**src/rtl/keypad_scan.sv**
```systemverilog
`default_nettype none
// +------------------------------------------------------------------------+
// | keypad_scan: 4x4 matrix keypad scanner with frame debounce and events  |
// | Revision: 1.0                                                          |
// +------------------------------------------------------------------------+
module keypad_scan #(
  parameter int PERIOD   = 12500,
  parameter int DEBOUNCE = 4
) (
  input  logic        clk,
  input  logic        reset,
  output logic [3:0]  col,
  input  logic [3:0]  row,
  output logic [15:0] key_down,
  output logic        key_valid,
  output logic [3:0]  key_code
);

  localparam int             CW           = (PERIOD > 1) ? $clog2(PERIOD) : 1;
  localparam logic [CW-1:0]  C_LAST       = CW'(PERIOD - 1);
  localparam logic [4:0]     C_STABLE_MAX = 5'(DEBOUNCE - 1);

  logic [CW-1:0] r_count;
  logic [1:0]    r_idx;
  logic [3:0]    r_sync1;
  logic [3:0]    r_sync2;
  logic [15:0]   r_shadow;
  logic [15:0]   r_cand;
  logic [3:0]    r_stable;

  logic          w_sample;
  logic          w_frame_end;
  logic [3:0]    w_rows;
  logic [15:0]   w_frame;
  logic [4:0]    w_stable_inc;
  logic          w_settled;
  logic [15:0]   w_new;
  logic [3:0]    w_low_code;

  assign w_rows       = ~r_sync2;
  assign w_sample     = (r_count == C_LAST);
  assign w_frame_end  = w_sample && (r_idx == 2'd3);
  // The last column is still in the synchronizer, so splice it in directly.
  assign w_frame      = {w_rows, r_shadow[11:0]};
  assign w_stable_inc = {1'b0, r_stable} + 5'd1;
  assign w_settled    = (w_stable_inc >= C_STABLE_MAX);
  assign w_new        = r_cand & ~key_down;

  always_comb begin
    w_low_code = 4'd0;
    for (int i = 15; i >= 0; i--) begin
      if (w_new[i]) w_low_code = 4'(i);
    end
  end

  always_ff @(posedge clk) begin
    if (reset) begin
      col       <= 4'b1110;
      r_count   <= '0;
      r_idx     <= 2'd0;
      r_sync1   <= 4'b1111;
      r_sync2   <= 4'b1111;
      r_shadow  <= '0;
      r_cand    <= '0;
      r_stable  <= '0;
      key_down  <= '0;
      key_valid <= 1'b0;
      key_code  <= '0;
    end else begin
      r_sync1   <= row;
      r_sync2   <= r_sync1;
      col       <= ~(4'b0001 << r_idx);
      key_valid <= 1'b0;

      if (w_sample) begin
        r_count                   <= '0;
        r_idx                     <= r_idx + 2'd1;
        r_shadow[{r_idx, 2'b00} +: 4] <= w_rows;
      end else begin
        r_count <= r_count + 1'b1;
      end

      if (w_frame_end) begin
        if (w_frame != r_cand) begin
          r_cand   <= w_frame;
          r_stable <= '0;
        end else begin
          r_stable <= w_settled ? C_STABLE_MAX[3:0] : w_stable_inc[3:0];
          if (w_settled) begin
            key_down <= r_cand;
            if (|w_new) begin
              key_valid <= 1'b1;
              key_code  <= w_low_code;
            end
          end
        end
      end
    end
  end

endmodule
`default_nettype wire

```
**config.mk**
```make
export PLATFORM = sky130hd
export DESIGN_NAME = keypad_scan
export DESIGN_NICKNAME = d
export VERILOG_FILES = /design/src/rtl/keypad_scan.sv
export SDC_FILE = /design/constraint.sdc
export NUM_CORES = 1
export LEC_CHECK = 0
export CORE_ASPECT_RATIO = 0.6
export CORE_MARGIN = 5
export CORE_UTILIZATION = 50
export CTS_CLUSTER_DIAMETER = 60
export CTS_CLUSTER_SIZE = 30
export DETAILED_ROUTE_END_ITERATION = 10
export PLACE_DENSITY = 0.71
export SYNTH_ARGS = -nofsm -noshare
export SYNTH_HDL_FRONTEND = slang
export SYNTH_SLANG_ARGS = --single-unit
```
**constraint.sdc**
```tcl
create_clock -name clk -period 5.44 [get_ports clk]
set_clock_uncertainty 0.05 [all_clocks]
set_input_delay 1.36 -clock clk [delete_from_list [all_inputs] [get_ports clk]]
set_output_delay 1.36 -clock clk [all_outputs]
set_load 0.05 [all_outputs]
```
==> results.md <==
- Status: finished clean
- Area growth syn-to-layout: 16.53%
- Worst reg-to-reg path cell count: 6
- Rows: 23
- Crit-path slowest cell: clkdlybuf4s50_1
- First drt pass iteration count: 4
- Die Ht: 75.62 microns
- Die width: around 120 microns
- Ports: 31
- Worst EP required: between 4 and 5 ns
- Fin. Hold Viols: 0
- Final core utilization: 61.31%
- Min Tclk post-route: approximately 3.0 ns
- Ys async rst share: 0%
- Cell family with most CP delay: buffers and inverters
- Setup TNS: 0 ns
- N_diodes: 0
- Final WL: between 7000 and 8000 microns
- Mapped Avg Cell Area: 9.272 sq um
- Static leakage: about 1.5 nW
- CTS tree: built
- Initial drt markers: between 150 and 200
- Final hold slack: roughly 0.36 ns
- Hold Crit Class: reg2reg
- Yosys warning count: 0
- Core area: around 0.007 sq mm
- Drc violations: 0
- Hold Crit Depth: 1
- Post-route insts no fill: 504
- GRT Max-Usage Layer: met1
- Mapped Cells: roughly 390
- Most frequent cells in the layout: dfxtp_1, nor2_1, mux2i_1
- Clk_lat worst skew: roughly 0.33 ns
- Crit path cell chain: clkdlybuf4s50_1
- MaxCap Viol Count: 0
- #FFs+latches synth: 81
- Total CTS buffers: 9
- Post-synth EDFFs: 0
- H-Tree Depth: 3
- WS Path Type: reg2out
- Input/output buffers: 30
- Worst VDD drop: about 170 uV
- Pin count of the biggest net entering global routing: 39
- Initial core utilization: a little over half
- Final setup viols: 0
- Clk sinks: a little over 80
- Post-CTS resize count: 0
- Die Area: about 0.009 sq mm
- Post-synth top flop: dfxtp_1
- CTS Hold Bufs: 0
- First-pass GRT wire length: around 13,000 microns
- Critical Path Fanout Max: 4
- Vias in the first global route: around 2,600
- Via count: about 2,700
- GR Util met2: between 20% and 30%
- Routed len/inst: around 15 microns
- CP bufs+invs: 1
- Initial antenna violation count: 0
- Distinct cell type count after synthesis: 46
- Final Max Slew Viols: 0
- Post-synthesis sequential area ratio: a little under half
- Critical path capture point type: output pin
- Crit path depth: 1
- CTS clk-pin slew, worst paths: roughly 0.06 ns
- GRT Total Usage: 18.34%
- Gr ovfl total: 0
- Met3 GRT Util: ~5.6%
- Post-CTS setup buffers: 0
- Met1 Use GR: 26.54%
- Layout cells sized above 1: roughly 7.7%
- Max_slew headroom: ~27%
- Vias per std cell: around 5.4
- Max clock buf depth: 2
- Root buffer cell: clkbuf_16
- Cell area after synthesis: roughly 0.0036 sq mm
- Worst-margin pin slew: around 1.1 ns
- Post-DP HPWL: ~5500 microns
- CP Launch Type: flop
- Net count after synthesis: ~400
- GPL Wtd Cong: ~0.88
- Crit path largest cell delay: slightly above 0.8 ns
- RSZ-0062 raised after global routing: false
- Fmax: ~0.34 GHz
- Fin crit share: approximately 54%
- NumNets Final: 429
- ANT nets after route: 0
- Critical path data arrival time: between 1.5 and 2 ns
- PwrDens: approximately 280 mW/mm^2
- Commonest non-fill, non-tap cell in the layout: dfxtp_1
- DP Cell Count: approximately 500
report_power, final:
| part | switching, mW | total [mW] | internal, mW |
|---|---|---|---|
| logic | 0.0143 | 0.0242 | 0.00989 |
| clock network | 0.219 | 0.564 | 0.345 |
| registers | 0.00481 | 0.603 | 0.598 |
| total | 0.238 | 1.19 | 0.953 |
cell type report:
cell class                 count  area [sq um]
clock buffer                   9         225.2
timing repair buffer          32         310.3
fill                         603          2639
clock inverter                 4         47.55
multi-input combinational    285          1846
inverter                       6         22.52
sequential                    81          1622
tap                           87         108.9
cell families after synthesis:
group                    synth area share (%)
XOR/XNOR                                7.078
AO/OA/AOI/OAI                           5.893
adder cells (fa/ha/maj)                 2.790
AND/OR/NAND/NOR                         26.67
flip-flops                              45.19
buffers and inverters                   3.452
multiplexers                            8.926
registers in the layout (all words and copies together), names as in the netlist:
name / flops
r_shadow: 12
key_down: 16
r_count: 14
key_valid: 1
r_stable: 4
r_cand: 16
col: 4
r_idx: 2
r_sync1: 4
r_sync2: 4
key_code: 4
per-layer routing:
metal	vias up	wire, microns
met5	-	0
met4	0	50
met3	4	397
met2	58	3083
met1	1273	4065
li1	1376	-
path summary, 6_finish.rpt:
| check | slack, ns | startpoint | endpoint |
|---|---|---|---|
| max | 2.48 | key_down[14]$_SDFFE_PP0P_ | key_down[14] |
| min | 0.36 | r_sync1[1]$_SDFF_PP1_ | r_sync2[1]$_SDFF_PP1_ |
| max reg2reg | 2.56 | r_count[2]$_SDFF_PP0_ | r_cand[4]$_SDFFE_PP0P_ |
| min reg2reg | 0.36 | r_sync1[1]$_SDFF_PP1_ | r_sync2[1]$_SDFF_PP1_ |
stage by stage:
stage / worst slack [ns] / power [mW] / area (sq um)
6_report: 2.479 / 1.191 / 4182
5_1_grt: 2.340 / 1.237 / 4182
4_1_cts: 2.461 / 1.205 / 4182
3_5_place_dp: 2.489 / 0.6397 / 3909
3_3_place_gp: 2.538 / 0.6392 / 3909
2_1_floorplan: 2.973 / 0.6334 / 3588
synth_stat cells, drive strengths merged (2+ instances only):
cell type / instances / area share, %
o21ai: 5 / 0.70
nand2: 24 / 2.5
a21oi: 17 / 2.4
and4: 5 / 1.2
nor3: 2 / 0.42
nor3b: 3 / 0.63
and3: 2 / 0.35
or4: 3 / 0.63
nor2b: 10 / 1.7
buf: 7 / 1.7
xnor2: 11 / 2.7
nor2: 61 / 6.4
nor4: 5 / 0.87
xor2: 18 / 4.4
nand4: 5 / 0.87
nand3b: 2 / 0.42
and2: 2 / 0.35
clkbuf: 8 / 1.1
a211oi: 6 / 1.3
nand2b: 16 / 2.8
nor4b: 2 / 0.49
ha: 8 / 2.8
or2: 11 / 1.9
mux2i: 32 / 8.9
inv: 6 / 0.63
nand3: 11 / 1.5
or3: 12 / 2.2
dfxtp: 81 / 45
Power figures use the tool's default switching activity.
